**src/rtl/pc_redirect_ctrl_if.sv**
```systemverilog
// Front-end redirect bus: ID/EX redirect sources in, registered PC-mux
// select, squash pulses and status out.
interface pc_redirect_ctrl_if;
    logic        stall;
    logic        jump_id;
    logic [25:0] jump_addr_id;
    logic [31:0] pc_plus_4_id;
    logic        branch_taken_ex;
    logic [31:0] branch_target_ex;
    logic        redirect_valid;
    logic [31:0] redirect_pc;
    logic        flush_if_id;
    logic        flush_id_ex;
    logic        busy;
    logic [15:0] redirect_count;

    modport master (
        output stall, jump_id, jump_addr_id, pc_plus_4_id,
               branch_taken_ex, branch_target_ex,
        input  redirect_valid, redirect_pc, flush_if_id, flush_id_ex,
               busy, redirect_count
    );

    modport slave (
        input  stall, jump_id, jump_addr_id, pc_plus_4_id,
               branch_taken_ex, branch_target_ex,
        output redirect_valid, redirect_pc, flush_if_id, flush_id_ex,
               busy, redirect_count
    );
endinterface

```
**src/rtl/pc_redirect_ctrl.sv**
```systemverilog
// PC redirect controller: merges the EX branch and ID jump into one
// registered redirect, holding it across stalls and masking wrong-path events.
module pc_redirect_ctrl #(
    parameter logic [15:0] CNT_SAT = 16'hFFFF
) (
    input logic               clock,
    input logic               reset,
    pc_redirect_ctrl_if.slave bus
);

    typedef enum logic [1:0] {
        IDLE   = 2'd0,
        HOLD   = 2'd1,
        SETTLE = 2'd2
    } state_t;

    state_t      state_q, state_d;
    logic [31:0] pend_pc_q, pend_pc_d;
    logic        pend_br_q, pend_br_d;
    logic        valid_q;
    logic [31:0] pc_q;
    logic        flush_if_id_q;
    logic        flush_id_ex_q;
    logic [15:0] count_q;

    logic        ev;
    logic        sel_br;
    logic [31:0] sel_pc;
    logic [31:0] jump_tgt;
    logic        fire;
    logic [31:0] fire_pc;
    logic        fire_br;

    // Region bits come straight from PC+4; the index never carries into them.
    assign jump_tgt = {bus.pc_plus_4_id[31:28], bus.jump_addr_id, 2'b00};
    assign ev       = bus.branch_taken_ex | bus.jump_id;
    // The EX branch is the older instruction, so it beats a same-cycle jump.
    assign sel_br   = bus.branch_taken_ex;
    assign sel_pc   = bus.branch_taken_ex ? bus.branch_target_ex : jump_tgt;

    always_comb begin
        state_d   = state_q;
        pend_pc_d = pend_pc_q;
        pend_br_d = pend_br_q;
        fire      = 1'b0;
        fire_pc   = pend_pc_q;
        fire_br   = pend_br_q;
        case (state_q)
            IDLE: begin
                if (ev) begin
                    if (bus.stall) begin
                        pend_pc_d = sel_pc;
                        pend_br_d = sel_br;
                        state_d   = HOLD;
                    end else begin
                        fire    = 1'b1;
                        fire_pc = sel_pc;
                        fire_br = sel_br;
                        state_d = SETTLE;
                    end
                end
            end
            HOLD: begin
                if (!bus.stall) begin
                    fire    = 1'b1;
                    state_d = SETTLE;
                end
            end
            // Events seen here belong to wrong-path instructions.
            SETTLE:  state_d = IDLE;
            default: state_d = IDLE;
        endcase
    end

    always_ff @(posedge clock or posedge reset) begin
        if (reset) begin
            state_q   <= IDLE;
            pend_pc_q <= 32'h0;
            pend_br_q <= 1'b0;
        end else begin
            state_q   <= state_d;
            pend_pc_q <= pend_pc_d;
            pend_br_q <= pend_br_d;
        end
    end

    always_ff @(posedge clock or posedge reset) begin
        if (reset) begin
            valid_q       <= 1'b0;
            pc_q          <= 32'h0;
            flush_if_id_q <= 1'b0;
            flush_id_ex_q <= 1'b0;
            count_q       <= 16'h0;
        end else begin
            valid_q       <= fire;
            flush_if_id_q <= fire;
            flush_id_ex_q <= fire & fire_br;
            if (fire) begin
                pc_q <= fire_pc;
            end
            if (fire && (count_q != CNT_SAT)) begin
                count_q <= count_q + 16'd1;
            end
        end
    end

    assign bus.redirect_valid = valid_q;
    assign bus.redirect_pc    = pc_q;
    assign bus.flush_if_id    = flush_if_id_q;
    assign bus.flush_id_ex    = flush_id_ex_q;
    assign bus.busy           = (state_q != IDLE);
    assign bus.redirect_count = count_q;

endmodule

```
**src/flat_wrapper.sv**
```systemverilog
// flat-port wrapper written by rule: the top's interface ports become plain ports
module pc_redirect_ctrl_flat 
#(
    parameter logic [15:0] CNT_SAT = 16'hFFFF
)
  (clock, reset, bus_stall, bus_jump_id, bus_jump_addr_id, bus_pc_plus_4_id, bus_branch_taken_ex, bus_branch_target_ex, bus_redirect_valid, bus_redirect_pc, bus_flush_if_id, bus_flush_id_ex, bus_busy, bus_redirect_count);
  pc_redirect_ctrl_if bus_i ();
  input logic clock;
  input logic reset;
  input wire logic [$bits(bus_i.stall)-1:0] bus_stall;
  input wire logic [$bits(bus_i.jump_id)-1:0] bus_jump_id;
  input wire logic [$bits(bus_i.jump_addr_id)-1:0] bus_jump_addr_id;
  input wire logic [$bits(bus_i.pc_plus_4_id)-1:0] bus_pc_plus_4_id;
  input wire logic [$bits(bus_i.branch_taken_ex)-1:0] bus_branch_taken_ex;
  input wire logic [$bits(bus_i.branch_target_ex)-1:0] bus_branch_target_ex;
  output wire logic [$bits(bus_i.redirect_valid)-1:0] bus_redirect_valid;
  output wire logic [$bits(bus_i.redirect_pc)-1:0] bus_redirect_pc;
  output wire logic [$bits(bus_i.flush_if_id)-1:0] bus_flush_if_id;
  output wire logic [$bits(bus_i.flush_id_ex)-1:0] bus_flush_id_ex;
  output wire logic [$bits(bus_i.busy)-1:0] bus_busy;
  output wire logic [$bits(bus_i.redirect_count)-1:0] bus_redirect_count;
  assign bus_i.stall = bus_stall;
  assign bus_i.jump_id = bus_jump_id;
  assign bus_i.jump_addr_id = bus_jump_addr_id;
  assign bus_i.pc_plus_4_id = bus_pc_plus_4_id;
  assign bus_i.branch_taken_ex = bus_branch_taken_ex;
  assign bus_i.branch_target_ex = bus_branch_target_ex;
  assign bus_redirect_valid = bus_i.redirect_valid;
  assign bus_redirect_pc = bus_i.redirect_pc;
  assign bus_flush_if_id = bus_i.flush_if_id;
  assign bus_flush_id_ex = bus_i.flush_id_ex;
  assign bus_busy = bus_i.busy;
  assign bus_redirect_count = bus_i.redirect_count;
  pc_redirect_ctrl #(.CNT_SAT(CNT_SAT)) u_core (.clock(clock), .reset(reset), .bus(bus_i));
endmodule
```
**config.mk**
```make
export PLATFORM = sky130hd
export DESIGN_NAME = pc_redirect_ctrl_flat
export DESIGN_NICKNAME = d
export VERILOG_FILES = /design/src/rtl/pc_redirect_ctrl_if.sv /design/src/rtl/pc_redirect_ctrl.sv /design/src/flat_wrapper.sv
export SDC_FILE = /design/constraint.sdc
export NUM_CORES = 1
export LEC_CHECK = 0
export CAP_MARGIN = 10
export CORE_AREA = 2 2 112 114
export CTS_BUF_LIST = sky130_fd_sc_hd__clkbuf_8
export DETAILED_ROUTE_END_ITERATION = 16
export DIE_AREA = 0 0 114 116
export PLACE_DENSITY = 0.67
export SYNTH_ARGS = -nofsm -noshare
export SYNTH_HDL_FRONTEND = slang
export SYNTH_SLANG_ARGS = --single-unit
```
**constraint.sdc**
```tcl
create_clock -name clock -period 2.8 [get_ports clock]
set_input_delay 0.7 -clock clock [delete_from_list [all_inputs] [get_ports clock]]
set_output_delay 0.7 -clock clock [all_outputs]
set_load 0.1 [all_outputs]
```
# == After elaboration in Yosys (flattened, before gate mapping) ==
# Cells that the tools add are included.
# Widths: inputs -> output; s select.
# totals
ff_bits,85
word_cells,33
output_inout_bits,52
in_bits,95
# op_classes
bitwise_logic,2
n_mux,14
add_sub_neg,1
reduce_logical,5
n_eq_ne,4
# ops
operator,count
$mux 32,4
$add 16x1->16 const B,1
$ne 16x16->1 const B,1
$mux 2,3
$mux 1,5
$pmux 2 s2,1
$reduce_and 3->1,1
$eq 2x1->1 const B,1
$logic_not 2->1,1
$ne 2x1->1 const B,1
$ne 2x2->1 const B,1
$pmux 1 s2,1
$reduce_and 2->1,1
$reduce_bool 2->1,1
$and 1x1->1,1
$logic_and 1x1->1,1
$or 1x1->1,1

# == Depth between registers and ports, before layout ==
# Gate-level depths: netlist of the first run.
# logic_depth
word_depth,4
mapped_depth,8
mapped_depth_nobuf,5

# == Worst setup path before layout of the first run ==
# No wires, ideal clock.
# synth_path
path_kind,register to register
startpoint,"reg u_core.count_q[0], in the netlist u_core.bus.redirect_count[0]"
endpoint,"reg u_core.count_q[1], in the netlist u_core.bus.redirect_count[1]"
setup_slack_ns,0.403
synth_period_minus_slack_ns,2.397
t_required_ns,2.674
n_path_buf,1
arrival_ns,2.271
path_stages_with_launch,7
setup_ns,0.126
path_cell_list,dfrtp_1 > ha_1 > nand4_1 > and4bb_2 > buf_2 > nor2_1 > mux2_2
# synth_via
elab_chain_cells,2
elab_cells_between_ends,3
cone_classes,add/sub: 1; eq/ne: 1; reduce/logical: 1
# synth_lines
element,line_no,rtl
start: declaration,pc_redirect_ctrl.sv:24,logic [15:0] count_q;
start signal: assignment,pc_redirect_ctrl.sv:102,count_q <= count_q + 16'd1;
"parallel branches: the longest is 2 deep, another holds $add 16x1->16",n/a,
# Several ways; the timed one is not identified.
# A chain may end at the register's enable or synchronous reset.

# == Worst setup path in the final report of the first run ==
# layout_path
startpoint,in bus_stall
endpoint,"reg u_core.count_q[1], in the netlist u_core.bus.redirect_count[1]"
# layout_via
elab_chain_cells,4
# layout_lines
element,line_no,rtl
start: declaration,flat_wrapper.sv:10,input wire logic [$bits(bus_i.stall)-1:0] bus_stall;
$mux 1 *,"pc_redirect_ctrl.sv:51, pc_redirect_ctrl.sv:64",
$mux 1,pc_redirect_ctrl.sv:50,if (ev) begin
$pmux 1 s2 *,pc_redirect_ctrl.sv:48,case (state_q)
$logic_and 1x1->1 *,pc_redirect_ctrl.sv:101,if (fire && (count_q != CNT_SAT)) begin
# Mark *: on every way between the ends. The rest lies on a longest branch, timed or not.

==> results of run 1 <==
-- kinds of logic after synthesis --
logic type / Yosys count / share of synthesized area (%)
AOI/OAI and AO/OA: 37 / 4.85
and+or+nand+nor: 79 / 10.4
muxes: 92 / 23.2
adders and majority gates: 1 / 0.303
xor gates and xnor gates: 15 / 3.18
buffers and inverters: 57 / 6.46
DFF: 85 / 51.5
-- per-layer routing --
layer  share of wire [%]  vias to the layer above  GRT usage [%]
met1                  44                     1451           18.3
li1                    -                     1477              -
met3                 3.9                       11           2.30
met2                  51                       68           25.6
met5                   0                        -              0
met4                 1.9                        0           6.75
-- through the flow --
| step | worst slack [ns] | hold WS (ns) | area, um2 |
|---|---|---|---|
| after global routing | 0.560 | 0.508 | 5580 |
| after floorplan | 0.403 | 0.446 | 4130 |
| after CTS | 0.634 | 0.490 | 5580 |
| final | 0.617 | 0.482 | 5580 |
| after global placement | 0.267 | 0.461 | 5370 |
| after detailed placement | 0.248 | 0.470 | 5370 |
-- sequential cells by signal, indices dropped and copies added (netlist names) --
register and count:
u_core.bus.flush_id_ex 1, u_core.bus.redirect_count 16, u_core.bus.redirect_pc 32, u_core.bus.redirect_valid 1, u_core.pend_br_q 1, u_core.pend_pc_q 32
u_core.state_q 2
-- where the power goes --
part           total, mW  switching, mW  leakage, nW  internal, mW
Sequential          1.77          0.221         1.06          1.54
Combinational       2.69           2.01         1.47         0.672
Clock              0.907          0.462        0.107         0.445
Total               5.36           2.70         2.64          2.66
-- critical path: stages --
cell and delay [ns]:
clkdlybuf4s50_1 0.52, or3_1 0.48, buf_4 0.20, nor2_1 0.18, mux2_2 0.35
-- final timing paths --
kind | cells past startpoint | end | start
setup / recovery | 5 | u_core.bus.redirect_count[1]$_DFFE_PP0P_ | bus_stall
hold / removal | 2 | u_core.pend_pc_q[11]$_DFFE_PP0P_ | u_core.pend_pc_q[11]$_DFFE_PP0P_
setup reg to reg | 5 | u_core.bus.redirect_count[1]$_DFFE_PP0P_ | u_core.state_q[0]$_DFFE_PP0P_
hold reg to reg | 2 | u_core.pend_pc_q[11]$_DFFE_PP0P_ | u_core.pend_pc_q[11]$_DFFE_PP0P_
max in group asynchronous | 3 | u_core.pend_br_q$_DFFE_PP0P_ | reset
min in group asynchronous | 3 | u_core.bus.redirect_pc[20]$_DFFE_PP0P_ | reset
-- cell usage after synthesis, drive strengths merged --
master,count
dfrtp,85
mux2i,61
nand2,42
inv,35
o21ai,32
mux2,31
buf,17
xor2,11
nor3,8
clkbuf,5
nand3,4
nand4,4
nor2,4
xnor2,4
a21o,2
a221oi,2
and3,2
and4,2
and4bb,2
nor4,2
or2,2
or3,2
a211oi,1
ha,1
nand2b,1
nand4bb,1
nor3b,1
nor4b,1
or4,1
-- area by class of cell --
type / count / area [um2] / area share, %
clock buffers: 10 / 138 / 2.47
flip-flops and latches: 85 / 2130 / 38.2
inverters: 35 / 135 / 2.42
clock inverters: 6 / 70.1 / 1.26
well taps: 147 / 184 / 3.30
repair buffers: 130 / 1190 / 21.3
multi-input cells: 224 / 1740 / 31.1
==> metrics.yaml, run 1 <==
gr-usage-all-layers_pct: 14.8
yosys.area.top_type_share_pct: 51.5
setup-tns-final_ns: 0
cts_resized: 0
critical_path.endpoint_type: "register"
mostFrequentLayoutCell: "dfrtp_1"
initial_core_util_pct: 34.7
ant_nets: 0
placedCellCount: 621
core-area_um2: 11900
period_minus_slack_ns: 2.18
p_total_mw: 5.36
fp.dieW_um: 114
cp.arrival_ns: 2.43
antennaDiodeCount: 0
synth_area_leaders: "dfrtp_1, mux2i_1, mux2_2"
power_per_cell_area_nw_per_um2: 961
flip_flop_and_latch_count_after_synthesis: 85
gp_congestion: 0.780
layout.filler_cells: 1123
portBuffers: 118
mappedNetlistNets: 462
final_net_count: 581
area_enclosed_by_the_die_boundary_um2: 13200
finalClockSkew_ns: 0.00958
cap_violations: 0
utilization_pct: 46.8
worst-slew-pin-transition_ns: 0.535
worst_hold_path_type: "reg -> reg"
drtPass1Iterations: 4
drt_first_iter_violations: 74
worst-path-max-fanout: 7
count_of_unresolved_drc_violations_after_routing: 0
maximum_number_of_pins_on_one_net_before_global_route_repair: 86
cts.sinks: 85
grt_setup_unrepaired: "no"
tritoncts_buffer_count: 9
die_height_um: 116
clock.fmax_ghz: 0.458
floorplan.io_pins: 147
synth_seq_area_share_pct: 51.5
grt_pass1_vias: 3158
postSynthAreaPerCell_um2: 11.3
vias: 3007
postCtsSetupRepairBufs: 0
yosys.area.top_type: "dfrtp_1"
wirelength_mm: 9.07
cts.reportedPaths.clkPinSlew_ns: 0.08
report.final.slew_viol_count: 0
hold_buffers: 0
yosys.cell_types.count: 34
run_status: "finished clean"
rows: 40
dp_hpwl_mm: 6.39
syn_to_final_growth_pct: 35.1
critPathKind: "in -> reg"
total_leakage_power_nw: 2.64
ctsRootBufferMaster: "clkbuf_8"
worstPathRequired_ns: 3.05
hold_viol_final: 0
maxSlewHeadroom_pct: 64.1
viasPerCell: 4.72
mappedNetlistArea_um2: 4130
finalSetupViolations: 0
grt_antenna_before_repair: 0
routedWlPerCell_um: 14.2
drive_gt1_share_pct: 25.1
residual_overflow_from_global_routing: 0
ys.warnings.count: 0
instances_no_fill: 637
period_utilization_pct: 78.0
worst-r2r-setup-slack_ns: 0.92
most-common-layout-cells: "dfrtp_1, clkdlybuf4s50_1, mux2i_1, buf_4, nand2_1"
max_h_tree_level: 3
cts-root-to-sink-buffers: 2
clkLatencyLatePin_ns: 0.36
cts_tree: "built"
synthCells: 366
worst_setup_path_start_kind: "primary input"
wire_length_of_the_first_global_routing_pass_mm: 15.4
vdd_ir_max_mv: 0.520
(Power assumes the default switching activity.)
==> run 2: changes to the inputs <==
PLACE_DENSITY = 0.64   (was 0.67)
clock period = 2.2 ns   (was 2.8 ns; I/O delays follow)
==> run 2 against run 1 <==
Non-clock buffer count rose by 5. Total power rose by 29%. Flip-flop and latch count did not move. Clock power rose by 31%. Final area rose by 1.7%. Sequential power rose by 28%. Combinational power rose by 28%. Utilization rose by 0.78 points. Clock skew rose by 0.0033 ns. First-iteration DRC count rose by 23%. Die area did not move. Largest cell class unchanged. Largest power group unchanged.
==> metrics.yaml, run 2 (synthesized netlist as in run 1, its figures left out) <==
grt_setup_unrepaired: "no"
maxSlewHeadroom_pct: 65.2
clock.fmax_ghz: 0.493
ant_nets: 0
vias: 3032
drive_gt1_share_pct: 26.9
worst-slew-pin-transition_ns: 0.518
wire_length_of_the_first_global_routing_pass_mm: 15.4
syn_to_final_growth_pct: 37.3
critical_path.endpoint_type: "register"
core-area_um2: 11900
dp_hpwl_mm: 6.61
hold_viol_final: 0
residual_overflow_from_global_routing: 0
final_net_count: 586
run_status: "finished clean"
cp.arrival_ns: 2.25
tritoncts_buffer_count: 9
most-common-layout-cells: "dfrtp_1, clkdlybuf4s50_1, buf_4, mux2i_1, nand2_1"
routedWlPerCell_um: 14.3
instances_no_fill: 642
mostFrequentLayoutCell: "dfrtp_1"
timing.critical_path.slowest_stage_cell: "clkdlybuf4s50_1"
cap_violations: 0
drtPass1Iterations: 4
worst_setup_path_start_kind: "primary input"
critPathKind: "in -> reg"
worst_r2r_path_depth: 5
fp.dieW_um: 114
crit_family: "buffers and inverters"
critPathMaxStageDelay_ns: 0.49
worstPathRequired_ns: 2.42
wirelength_mm: 9.19
count_of_buffering_cells_on_the_critical_path_with_inverters_included: 3
floorplan.io_pins: 147
area_enclosed_by_the_die_boundary_um2: 13200
total_leakage_power_nw: 2.68
cts-root-to-sink-buffers: 2
period_utilization_pct: 92.3
crit_path_frequent_cell: "buf_4"
grt_pass1_vias: 3262
placedCellCount: 626
vdd_ir_max_mv: 0.721
initial_core_util_pct: 34.7
gr-usage-all-layers_pct: 14.5
worst_slack_after_detailed_placement_ns: -0.192
grt_antenna_before_repair: 0
die_height_um: 116
timing.critical_path.cells: "clkdlybuf4s50_1, buf_4, nor4_4, buf_4, mux2i_1, mux2_2"
worst_hold_path_type: "reg -> reg"
worst-path-max-fanout: 14
count_of_unresolved_drc_violations_after_routing: 0
antennaDiodeCount: 0
hold_buffers: 0
clkLatencyLatePin_ns: 0.35
worst_hold_path.num_cells: 2
cts_tree: "built"
max_h_tree_level: 3
report.final.slew_viol_count: 0
gp_congestion: 0.814
fin_ws_ns: 0.170
cp.depth: 6
finalClockSkew_ns: 0.0128
power_per_cell_area_nw_per_um2: 1220
cts.reportedPaths.clkPinSlew_ns: 0.09
portBuffers: 118
ctsRootBufferMaster: "clkbuf_8"
rows: 40
cts_resized: 0
postCtsSetupRepairBufs: 0
cts.sinks: 85
finalSetupViolations: 0
drt_first_iter_violations: 91
maximum_number_of_pins_on_one_net_before_global_route_repair: 86
viasPerCell: 4.72
period_minus_slack_ns: 2.03
[run 2: cell count changes in the layout (fill, tap and decap cells not counted), moves of 2 or more]
cell and change:
buf_12 +3, buf_4 +2, dfrtp_1 -7, dfrtp_2 +7, inv_1 +2, inv_6 -2
[run 2: layout make-up]
type,count,area [um2]
fillers,1099,6240
multi-input cells,224,1740
inverters,35,135
well taps,147,184
clock inverters,7,92.6
flip-flops and latches,85,2140
repair buffers,135,1260
clock buffers,9,124
[run 2: stage by stage]
| stage | hold slack, ns | total power, mW | area (um2) | util, % | setup TNS (ns) |
|---|---|---|---|---|---|
| finish | 0.484 | 6.90 | 5670 | 47.6 | 0 |
| global route | 0.511 | 7.23 | 5670 | 47.6 | 0 |
| CTS | 0.490 | 6.99 | 5670 | 47.6 | 0 |
| detailed placement | 0.470 | 5.77 | 5450 | 45.8 | -6.32 |
| global placement | 0.462 | 5.71 | 5450 | 45.8 | -4.99 |
| floorplan | 0.446 | 4.91 | 4140 | - | 0 |
[run 2: where the power goes]
group | total, mW | internal, mW | switching, mW
logic | 3.44 | 0.879 | 2.56
clock network | 1.19 | 0.636 | 0.558
registers | 2.27 | 1.98 | 0.291
total | 6.90 | 3.49 | 3.41
[run 2: path summary, 6_finish.rpt]
kind,from,endpoint,slack (ns)
setup reg to reg,u_core.state_q[0]$_DFFE_PP0P_,u_core.bus.redirect_count[15]$_DFFE_PP0P_,0.32
max in group asynchronous,reset,u_core.bus.redirect_count[3]$_DFFE_PP0P_,1.14
hold reg to reg,u_core.pend_pc_q[15]$_DFFE_PP0P_,u_core.pend_pc_q[15]$_DFFE_PP0P_,0.48
hold / removal,u_core.pend_pc_q[15]$_DFFE_PP0P_,u_core.pend_pc_q[15]$_DFFE_PP0P_,0.48
setup / recovery,bus_stall,u_core.bus.redirect_pc[19]$_DFFE_PP0P_,0.17
min in group asynchronous,reset,u_core.bus.redirect_pc[8]$_DFFE_PP0P_,0.69
[run 2: layer usage]
layer / routed length [um] / track usage (%)
met1: 3930 / 16.9
met3: 405 / 3.50
met5: 0 / 0
met2: 4770 / 27.1
met4: 75 / 3.41
[run 2: worst min-delay path: cells and delay by family, from the launching register on]
family	cells	cell delay, ns
compound gates	1	0.06
flops	1	0.35
simple gates	1	0.04
